[src/rtl/factor_pkg.sv]
// Shared state encoding and search constants for the factor search controller.
package factor_pkg;

  localparam int unsigned STATE_W    = 3;
  localparam int unsigned MIN_FACTOR = 2;

  typedef logic [STATE_W-1:0] state_t;

  localparam state_t ST_IDLE   = 3'd0;
  localparam state_t ST_INIT   = 3'd1;
  localparam state_t ST_MUL    = 3'd2;
  localparam state_t ST_CMP    = 3'd3;
  localparam state_t ST_RESULT = 3'd4;

endpackage

[src/rtl/factor_search_ctrl_if.sv]
// Request/result handshake bundle between a requester and the factor search controller.
interface factor_search_ctrl_if #(parameter int unsigned W = 6);

  logic             req_valid;
  logic             req_ready;
  logic [2*W-1:0]   req_target;
  logic             abort;
  logic             busy;
  logic             res_valid;
  logic             res_ready;
  logic             res_found;
  logic [W-1:0]     res_f1;
  logic [W-1:0]     res_f2;

  modport master (
    output req_valid, req_target, abort, res_ready,
    input  req_ready, busy, res_valid, res_found, res_f1, res_f2
  );

  modport slave (
    input  req_valid, req_target, abort, res_ready,
    output req_ready, busy, res_valid, res_found, res_f1, res_f2
  );

endinterface

[src/rtl/seq_mult_shift_add.sv]
// LSB-first shift-add multiplier: W cycles per product, start loads and performs the first step.
module seq_mult_shift_add #(
  parameter int unsigned W = 6
) (
  input  logic           clk,
  input  logic           rst_n,
  input  logic           start,
  input  logic           clear,
  input  logic [W-1:0]   a,
  input  logic [W-1:0]   b,
  output logic           done,
  output logic [2*W-1:0] p
);

  localparam int unsigned PW = 2 * W;
  localparam int unsigned CW = $clog2(W + 1);

  logic [PW-1:0] mcand;
  logic [W-1:0]  mplier;
  logic [CW-1:0] cnt;
  logic          running;
  logic [PW-1:0] a_ext;

  assign a_ext = PW'(a);

  // done is high during the cycle that performs the final partial-product step
  always_ff @(posedge clk or negedge rst_n) begin
    if (!rst_n) begin
      p       <= '0;
      mcand   <= '0;
      mplier  <= '0;
      cnt     <= '0;
      running <= 1'b0;
      done    <= 1'b0;
    end else if (clear) begin
      p       <= '0;
      mcand   <= '0;
      mplier  <= '0;
      cnt     <= '0;
      running <= 1'b0;
      done    <= 1'b0;
    end else if (start) begin
      p       <= b[0] ? a_ext : '0;
      mcand   <= a_ext << 1;
      mplier  <= b >> 1;
      cnt     <= CW'(1);
      running <= (W > 1);
      done    <= (W == 2);
    end else if (running) begin
      if (mplier[0]) p <= p + mcand;
      mcand   <= mcand << 1;
      mplier  <= mplier >> 1;
      cnt     <= cnt + CW'(1);
      running <= (cnt != CW'(W - 1));
      done    <= (cnt == CW'(W - 2));
    end else begin
      done    <= 1'b0;
    end
  end

endmodule

[src/rtl/factor_search_ctrl.sv]
// Walks candidate pairs (f1<=f2) in ascending order and reports the first f1*f2 == target.
module factor_search_ctrl #(
  parameter int unsigned W = 6
) (
  input logic                clk,
  input logic                rst_n,
  factor_search_ctrl_if.slave bus
);

  import factor_pkg::*;

  localparam int unsigned PW    = 2 * W;
  localparam logic [W-1:0] MAX_F = '1;

  state_t         state, state_next;
  logic [PW-1:0]  target, target_n;
  logic [W-1:0]   f1, f1_n, f2, f2_n;
  logic           found_n;
  logic [W-1:0]   rf1_n, rf2_n;
  logic           mult_start;
  logic           mult_done;
  logic [PW-1:0]  prod;
  logic           busy_c;
  logic           mult_clear_c;

  assign busy_c       = (state == ST_INIT) || (state == ST_MUL) || (state == ST_CMP);
  assign mult_clear_c = busy_c && bus.abort;

  seq_mult_shift_add #(.W(W)) u_mult (
    .clk   (clk),
    .rst_n (rst_n),
    .start (mult_start),
    .clear (mult_clear_c),
    .a     (f1),
    .b     (f2),
    .done  (mult_done),
    .p     (prod)
  );

  always_ff @(posedge clk or negedge rst_n) begin
    if (!rst_n) state <= ST_IDLE;
    else        state <= state_next;
  end

  always_comb begin
    state_next = state;
    target_n   = target;
    f1_n       = f1;
    f2_n       = f2;
    found_n    = bus.res_found;
    rf1_n      = bus.res_f1;
    rf2_n      = bus.res_f2;
    if (mult_clear_c) begin
      state_next = ST_IDLE;
    end else begin
      case (state)
        ST_IDLE: begin
          if (bus.req_valid) begin
            target_n   = bus.req_target;
            state_next = ST_INIT;
          end
        end
        ST_INIT: begin
          if (target < PW'(MIN_FACTOR * MIN_FACTOR)) begin
            found_n    = 1'b0;
            rf1_n      = '0;
            rf2_n      = '0;
            state_next = ST_RESULT;
          end else begin
            f1_n       = W'(MIN_FACTOR);
            f2_n       = W'(MIN_FACTOR);
            state_next = ST_MUL;
          end
        end
        ST_MUL: begin
          if (mult_done) state_next = ST_CMP;
        end
        ST_CMP: begin
          // increments below are only reachable when the incremented factor is below MAX_F
          if (prod == target) begin
            found_n    = 1'b1;
            rf1_n      = f1;
            rf2_n      = f2;
            state_next = ST_RESULT;
          end else if (prod > target && f2 == f1) begin
            found_n    = 1'b0;
            rf1_n      = '0;
            rf2_n      = '0;
            state_next = ST_RESULT;
          end else if (prod > target) begin
            f1_n       = f1 + W'(1);
            f2_n       = f1 + W'(1);
            state_next = ST_MUL;
          end else if (f2 != MAX_F) begin
            f2_n       = f2 + W'(1);
            state_next = ST_MUL;
          end else if (f1 == MAX_F) begin
            found_n    = 1'b0;
            rf1_n      = '0;
            rf2_n      = '0;
            state_next = ST_RESULT;
          end else begin
            f1_n       = f1 + W'(1);
            f2_n       = f1 + W'(1);
            state_next = ST_MUL;
          end
        end
        ST_RESULT: begin
          if (bus.res_ready) state_next = ST_IDLE;
        end
        default: state_next = ST_IDLE;
      endcase
    end
  end

  // Datapath and registered handshake outputs follow the next state
  always_ff @(posedge clk or negedge rst_n) begin
    if (!rst_n) begin
      target        <= '0;
      f1            <= '0;
      f2            <= '0;
      mult_start    <= 1'b0;
      bus.req_ready <= 1'b1;
      bus.busy      <= 1'b0;
      bus.res_valid <= 1'b0;
      bus.res_found <= 1'b0;
      bus.res_f1    <= '0;
      bus.res_f2    <= '0;
    end else begin
      target        <= target_n;
      f1            <= f1_n;
      f2            <= f2_n;
      mult_start    <= (state_next == ST_MUL) && (state != ST_MUL);
      bus.req_ready <= (state_next == ST_IDLE);
      bus.busy      <= (state_next == ST_INIT) || (state_next == ST_MUL) ||
                       (state_next == ST_CMP);
      bus.res_valid <= (state_next == ST_RESULT);
      bus.res_found <= found_n;
      bus.res_f1    <= rf1_n;
      bus.res_f2    <= rf2_n;
    end
  end

endmodule
[src/flat_wrapper.sv]
// flat-port wrapper written by rule: the top's interface ports become plain ports
module factor_search_ctrl_flat import factor_pkg::*;
#(
  parameter int unsigned W = 6
)
  (clk, rst_n, bus_req_valid, bus_req_target, bus_abort, bus_res_ready, bus_req_ready, bus_busy, bus_res_valid, bus_res_found, bus_res_f1, bus_res_f2);
  factor_search_ctrl_if #(.W(W)) bus_i ();
  input logic clk;
  input logic rst_n;
  input wire logic [$bits(bus_i.req_valid)-1:0] bus_req_valid;
  input wire logic [$bits(bus_i.req_target)-1:0] bus_req_target;
  input wire logic [$bits(bus_i.abort)-1:0] bus_abort;
  input wire logic [$bits(bus_i.res_ready)-1:0] bus_res_ready;
  output wire logic [$bits(bus_i.req_ready)-1:0] bus_req_ready;
  output wire logic [$bits(bus_i.busy)-1:0] bus_busy;
  output wire logic [$bits(bus_i.res_valid)-1:0] bus_res_valid;
  output wire logic [$bits(bus_i.res_found)-1:0] bus_res_found;
  output wire logic [$bits(bus_i.res_f1)-1:0] bus_res_f1;
  output wire logic [$bits(bus_i.res_f2)-1:0] bus_res_f2;
  assign bus_i.req_valid = bus_req_valid;
  assign bus_i.req_target = bus_req_target;
  assign bus_i.abort = bus_abort;
  assign bus_i.res_ready = bus_res_ready;
  assign bus_req_ready = bus_i.req_ready;
  assign bus_busy = bus_i.busy;
  assign bus_res_valid = bus_i.res_valid;
  assign bus_res_found = bus_i.res_found;
  assign bus_res_f1 = bus_i.res_f1;
  assign bus_res_f2 = bus_i.res_f2;
  factor_search_ctrl #(.W(W)) u_core (.clk(clk), .rst_n(rst_n), .bus(bus_i));
endmodule
[config.mk]
export PLATFORM = sky130hd
export DESIGN_NAME = factor_search_ctrl_flat
export DESIGN_NICKNAME = d
export VERILOG_FILES = /design/src/rtl/factor_pkg.sv /design/src/rtl/factor_search_ctrl_if.sv /design/src/rtl/seq_mult_shift_add.sv /design/src/rtl/factor_search_ctrl.sv /design/src/flat_wrapper.sv
export SDC_FILE = /design/constraint.sdc
export NUM_CORES = 1
export LEC_CHECK = 0
export ABC_AREA = 0
export ABC_CLOCK_PERIOD_IN_PS = 2700
export BUFFER_PORTS_ARGS = -buffer_cell sky130_fd_sc_hd__clkbuf_2
export CAP_MARGIN = 25
export CORE_MARGIN = 5
export CORE_UTILIZATION = 31
export DETAILED_ROUTE_END_ITERATION = 8
export SETUP_SLACK_MARGIN = 0.15
export SYNTH_ARGS = -nofsm -noshare
export SYNTH_HDL_FRONTEND = slang
export SYNTH_SLANG_ARGS = --single-unit
export TNS_END_PERCENT = 30
[constraint.sdc]
create_clock -name clk -period 2.7 [get_ports clk]
set_input_delay 0.81 -clock clk [delete_from_list [all_inputs] [get_ports clk]]
set_output_delay 0.81 -clock clk [all_outputs]
set_load 0.005 [all_outputs]
==> results of run 1 <==
state kept, by name (all words and copies together) (netlist names):
register / flops
u_core.bus.res_f1: 6
u_core.u_mult.running: 1
u_core.u_mult.mcand: 11
u_core.state: 3
u_core.u_mult.p: 12
u_core.u_mult.mplier: 5
u_core.bus.res_found: 1
u_core.mult_start: 1
u_core.f1: 6
u_core.target: 12
u_core.bus.busy: 1
u_core.u_mult.done: 1
u_core.f2: 6
u_core.bus.res_f2: 6
u_core.u_mult.cnt: 3
u_core.bus.req_ready: 1
u_core.bus.res_valid: 1
metal layers:
metal	global-route usage (%)	vias to the layer above	wire length (µm)	part of all wire, %
met1	18.50	1765	5204	48
li1	-	1778	-	-
met3	2.561	14	294	2.7
met5	0	-	0	0
met2	20.77	58	5140	48
met4	3.993	0	152	1.4
Yosys cell counts (6+ instances only):
master / instances / area, µm²
xnor2_1: 13 / 113.9
nand2_1: 42 / 157.7
a211oi_1: 10 / 75.07
ha_1: 28 / 350.3
inv_1: 30 / 112.6
dfrtp_1: 76 / 1902
and3_1: 6 / 37.54
o21ai_0: 25 / 125.1
a22o_1: 11 / 96.34
nor3_1: 10 / 50.05
mux2i_1: 16 / 160.2
nor2_1: 42 / 157.7
nand3_1: 11 / 55.05
clkbuf_1: 12 / 45.04
a31oi_1: 9 / 56.30
a21oi_1: 36 / 180.2
final timing paths:
check / startpoint / endpoint / slack, ps / cells after the start
worst min-delay path: rst_n / u_core.f1[2] / 430 / 1
min in group clk: u_core.bus.res_found / u_core.bus.res_found / 490 / 1
max in group asynchronous: rst_n / u_core.bus.req_ready / 1540 / 2
worst max register to register: u_core.u_mult.mcand[1] / u_core.u_mult.p[11] / 200 / 9
worst max-delay path: u_core.u_mult.mcand[1] / u_core.u_mult.p[11] / 200 / 9
worst min register to register: u_core.bus.res_found / u_core.bus.res_found / 490 / 1
worst max-delay path, stage by stage, from the launching register on:
cell and delay (ps):
dfrtp_1 400, ha_2 210, fa_2 370, a211o_1 280
a21oi_2 180, o21ai_2 90, a41oi_2 190, a21oi_2 100
or4_4 480, a21oi_2 140
power by group through the flow:
stage          combinational (mW)  clock [mW]  sequential (mW)
6_report                     1.88        1.33             1.68
5_1_grt                      2.11        1.41             1.72
4_1_cts                      1.76        1.37             1.68
3_5_place_dp                 1.71           0             1.69
2_1_floorplan                1.39           0             1.58
3_3_place_gp                 1.67           0             1.69
area by class of cell:
cell class              count  area share [%]
flip-flops and latches     77           35.38
repair buffers             63           7.548
clock buffers              13           4.772
well taps                 184           4.221
multi-input cells         338           44.78
inverters                  30           2.065
clock inverters             3           1.239
cells in the final DEF (no fill, tap or decap), types with 10 or more instances in the layout:
cell type and n:
dfrtp_1 75, a21oi_1 32, inv_1 28, mux2i_1 16, nor2_1 41, a211oi_1 10
xnor2_1 13, a22o_1 11, clkbuf_2 31, nand2_1 42, ha_1 21, nand3_1 11
o21ai_0 24, buf_4 30
logic make-up (layout without fill, tap and decap cells):
group / after synthesis / in the layout / share of synthesized area [%]
XOR/XNOR: 18 / 18 / 3.500
AND/OR/NAND/NOR: 151 / 151 / 17.03
flip-flops: 77 / 77 / 42.81
multiplexers: 17 / 17 / 3.805
buffers and inverters: 54 / 109 / 5.583
adder cells (fa/ha/maj): 29 / 29 / 8.222
AO/OA/AOI/OAI: 123 / 123 / 19.06
per-stage QoR:
stage / instance area, µm² / utilization [%]
after floorplan: 4504 / -
after global placement: 4906 / 34.14
after detailed placement: 4906 / 34.14
after CTS: 5270 / 36.68
after global routing: 5454 / 37.96
final: 5454 / 37.96
what timing repair did:
action                                  in CTS  in global routing
setup buffers                                1                 11
pin swaps                                    2                 12
endpoints found under the setup margin      20                 29
resized for setup                            5                 16
==> flow_metrics.tcl, run 1 <==
set metrics [dict create \
    clock_sinks 77 \
    ctsLongestPathBuffers 2 \
    clk_latency_ps 330 \
    nFillCells 1407 \
    worstMarginPinSlew_ps 562.2 \
    skew_ps 7.400 \
    hold_ws_ps 427.8 \
    area_growth_pct 21.08 \
    internal_power_mw 3.082 \
    gp_congestion 0.9019 \
    portBuffers 32 \
    endpoint_kind "flip-flop" \
    grt_max_degree 34 \
    synth_cell_types 68 \
    drcViolationCount 0 \
    grt_pass1_wl_um 18230 \
    cp.arrival_ps 2760 \
    place_ws_ps 7.961 \
    ant_nets 0 \
    p_per_area_nw_per_um2 896.5 \
    fp-row-count 44 \
    cts_tree "built" \
    routed_wl_um 10790 \
    wl_per_cell_um 15.24 \
    max_freq_mhz 400.7 \
    cp_max_fo 3 \
    worstSetupStartpointType "flip-flop" \
    tns_ps 0 \
    slew_headroom_pct 62.41 \
    core_area_um2 14370 \
    synthCells 469 \
    drt_iter0_markers 236 \
    nets 565 \
    worstSetupPathType "flip-flop to flip-flop" \
    p_sw_mw 1.808 \
    synth_ff_type "dfrtp_1" \
    synth_area_um2 4504 \
    period_minus_slack_ps 2496 \
    hp-class "input port to async pin" \
    dp.cells 680 \
    antenna_found_initial 0 \
    holdBufCountCts 0 \
    start_util_pct 31.35 \
    io-pin-count 33 \
    drive_above_1_share_pct 22.71 \
    cts_buffers 9 \
    ys_warn_count 0 \
    vias 3615 \
    timing.final.crit_share_pct 92.44 \
    chipWidth_um 130.5 \
    seqCellArea_um2 1929 \
    hold_violations 0 \
    viasPerCell 5.106 \
    hpwl_um 7762 \
    synth-seq-cells 77 \
    swShare_pct 36.97 \
    overflow 0 \
    synth_edf_count 0 \
    die_area_um2 17040 \
    seq_area_frac_synth_pct 42.81 \
    grt_pass1_vias 3594 \
    status "finished clean" \
    worst_slack_ps 204.2 \
    finalPower_mw 4.889 \
    die_h_um 130.5 \
    grt_usage_pct 13.21 \
    required_ps 2960 \
    combPwrFrac_pct 38.4 \
    setup_viol 0 \
    clk_pin_slew_worst_paths_ps 60 \
    antennaDiodeCount 0 \
    drv_slew 0 \
    syn_nets 515 \
    maxCapViolCount 0 \
    htree_num_levels 3 \
    firstDrtPassIters 4 \
    multi_input_area_um2 2442 \
    power.static_leakage_nw 2.507 \
    instances_no_fill 708 \
    vdd_drop_max_uv 351.3 \
    synth-async-reset-ratio_pct 100.0 \
    rsz0062_at_grt "true" \
    root_buffer "clkbuf_16" \
    pwr-share-seq_pct 34.4 \
    p_clk_share_pct 27.2 \
    synth_area_per_cell_um2 9.604 \
]
Power figures use the tool's default switching activity.
==> run 2, diff against run 1 <==
--- a/config.mk
+++ b/config.mk
@@ -5,7 +5,7 @@
 export SDC_FILE = /design/constraint.sdc
 export NUM_CORES = 1
 export LEC_CHECK = 0
-export ABC_AREA = 0
+export ABC_AREA = 1
 export ABC_CLOCK_PERIOD_IN_PS = 2700
 export BUFFER_PORTS_ARGS = -buffer_cell sky130_fd_sc_hd__clkbuf_2
 export CAP_MARGIN = 25
@@ -16,4 +16,3 @@
 export SYNTH_ARGS = -nofsm -noshare
 export SYNTH_HDL_FRONTEND = slang
 export SYNTH_SLANG_ARGS = --single-unit
-export TNS_END_PERCENT = 30
==> run 2 against run 1 <==
- worst setup slack better by 370 ps
- power decreased by 9.5%
- count of clock-buffer cells in the layout unchanged
- critical path depth decreased by 1
- hold slack improved by 2.3 ps
- routed wire length grew 3.5%
==> flow_metrics.tcl, run 2 <==
set metrics [dict create \
    syn_nets 626 \
    synthCells 580 \
    hp-class "input port to async pin" \
    route.met3.wl_um 341 \
    fp-row-count 44 \
    synth-seq-cells 77 \
    cts-resized-gates 0 \
    top_regs "u_core.target x12, u_core.u_mult.p x12, u_core.u_mult.mcand x11" \
    grt_max_degree 42 \
    r2r-end "u_core.u_mult.p[8]" \
    drcViolationCount 0 \
    p_per_area_nw_per_um2 849.1 \
    worstMarginPinSlew_ps 551.1 \
    synth_cell_types 44 \
    die_h_um 131.5 \
    drv_slew 0 \
    drive_above_1_share_pct 13.82 \
    root_buffer "clkbuf_16" \
    period_minus_slack_ps 2121 \
    final_cell_mix "nand2_1, dfrtp_1, inv_1" \
    cp_max_fo 7 \
    drt_iter0_markers 172 \
    synth_largest_area_cell "dfrtp_1" \
    htree_num_levels 3 \
    dr.max_layer_used "met4" \
    worstSetupPathType "flip-flop to flip-flop" \
    synth_area_per_cell_um2 7.889 \
    cts_buffers 9 \
    r2r_slack_ps 580 \
    r2r_start "u_core.u_mult.mcand[3]" \
    timing.final.crit_share_pct 78.56 \
    portBuffers 32 \
    ctsLongestPathBuffers 2 \
    wl_per_cell_um 13.98 \
    synth_area_leaders "dfrtp_1, nand2_1, ha_1" \
    reg2reg_depth 8 \
    worstSetupStartpointType "flip-flop" \
    ant_nets 0 \
    placed_area_um2 4910 \
    overflow 0 \
    holdBufCountCts 0 \
    ys_top_cells_by_count "nand2_1, dfrtp_1, inv_1, nor2_1, nand3_1" \
    max_freq_mhz 471.5 \
    endpoint_kind "flip-flop" \
    synth_edf_count 0 \
    routed_wl_um 11170 \
    skew_ps 6.273 \
    start_util_pct 31.60 \
    grt_usage_pct 13.01 \
    slew_headroom_pct 63.26 \
    cp.arrival_ps 2330 \
    gp_congestion 0.8899 \
    io-pin-count 33 \
    firstDrtPassIters 4 \
    antenna_found_initial 0 \
    seq_area_frac_synth_pct 42.14 \
    status "finished clean" \
    chipWidth_um 131.5 \
    power.static_leakage_nw 2.769 \
    drt-met1-wl_um 5256 \
    clk_latency_ps 330 \
    clock_sinks 77 \
    core_area_um2 14480 \
    clk_pin_slew_worst_paths_ps 60 \
    synth-async-reset-ratio_pct 100.0 \
    area_growth_pct 13.95 \
    post-synth-top-count-cell "nand2_1" \
    nets 656 \
    antennaDiodeCount 0 \
    viasPerCell 4.837 \
    rsz0062_at_grt "false" \
    ys_warn_count 0 \
    synth_ff_type "dfrtp_1" \
    setup_viol 0 \
    grt_pass1_vias 3884 \
    final_area_um2 5214 \
    maxCapViolCount 0 \
    cts_tree "built" \
    wl_met2_um 5423 \
    required_ps 2910 \
    grt_pass1_wl_um 19180 \
    hold_violations 0 \
    mostFrequentLayoutCell "nand2_1" \
    vias 3865 \
    vdd_drop_max_uv 324.9 \
    hpwl_um 8595 \
    postCtsSetupRepairBufs 0 \
    nFillCells 1497 \
    synth_area_um2 4576 \
    die_area_um2 17290 \
    tns_ps 0 \
    synth_top_area_share_pct 41.56 \
]
## run 2: cell count changes after synthesis, moves of 7 or more
| cell | previous run | this run |
|---|---|---|
| nand3_1 | 11 | 39 |
| clkbuf_1 | 12 | 5 |
| inv_1 | 30 | 61 |
| nand2_1 | 42 | 172 |
| nand2_2 | 0 | 8 |
| a211oi_1 | 10 | 0 |
| mux2i_1 | 16 | 0 |
| inv_2 | 0 | 7 |
| a22o_1 | 11 | 2 |
| xnor2_1 | 13 | 4 |
## run 2: how the worst max path moves through the flow
stage,endpoint,slack (ps),depth (start not counted),start
floorplan,u_core.bus.res_found,860,11,u_core.u_mult.p[11]
global placement,u_core.u_mult.p[4],600,8,bus_abort
detailed placement,u_core.u_mult.p[3],580,8,bus_abort
CTS,u_core.bus.res_found,570,11,u_core.u_mult.p[9]
global route,u_core.u_mult.p[8],370,8,u_core.u_mult.mcand[3]
finish,u_core.u_mult.p[8],580,8,u_core.u_mult.mcand[3]
## run 2: stage by stage
step	setup WS, ps	hold WS [ps]	power (mW)	utilization [%]	cells
floorplan	863.0	464.8	2.792	-	580
global route	366.3	468.0	4.770	36.01	799
CTS	570.5	452.6	4.462	36.01	799
finish	579.0	430.1	4.427	36.01	799
detailed placement	581.5	463.0	3.222	33.91	783
global placement	604.3	456.9	3.163	33.91	783
## run 2: cell families (layout without fill, tap and decap cells)
group / after synthesis / after routing / synth area share, %
XOR/XNOR: 12 / 12 / 2.297
AND/OR/NAND/NOR: 298 / 298 / 29.92
flip-flops: 77 / 77 / 42.14
AO/OA/AOI/OAI: 79 / 79 / 9.680
adder cells (fa/ha/maj): 29 / 29 / 8.094
buffers and inverters: 84 / 119 / 7.629
multiplexers: 1 / 1 / 0.2461
## run 2: per-layer routing
metal  GRT usage [%]  up-vias
met3           2.026       10
met1           17.25     1860
li1                -     1940
met4           4.800        0
met5               0        -
met2           21.50       55
## run 2: cell type report
class / instances / area [µm²] / area share, %
clock buffer: 13 / 260.3 / 4.992
clock inverter: 3 / 43.79 / 0.8399
inverter: 68 / 255.2 / 4.896
multi-input combinational: 419 / 2298 / 44.08
sequential: 77 / 1928 / 36.98
tap: 184 / 230.2 / 4.416
timing repair buffer: 35 / 197.7 / 3.792
## run 2: critical path, cell delays in order, from the launching register on
cell and delay (ps):
dfrtp_1 420, ha_1 400, a21oi_1 240, nand2_1 110, a21boi_0 310, nor2_1 90, nor2_1 130, xor2_1 190
o21ai_0 100
## run 2: where the power goes
group | internal, mW | switching, mW | leakage [nW] | total (mW)
sequential | 1.42 | 0.276 | 1.01 | 1.70
clock | 0.767 | 0.455 | 0.150 | 1.22
combinational | 0.543 | 0.966 | 1.61 | 1.51
total | 2.73 | 1.70 | 2.77 | 4.43
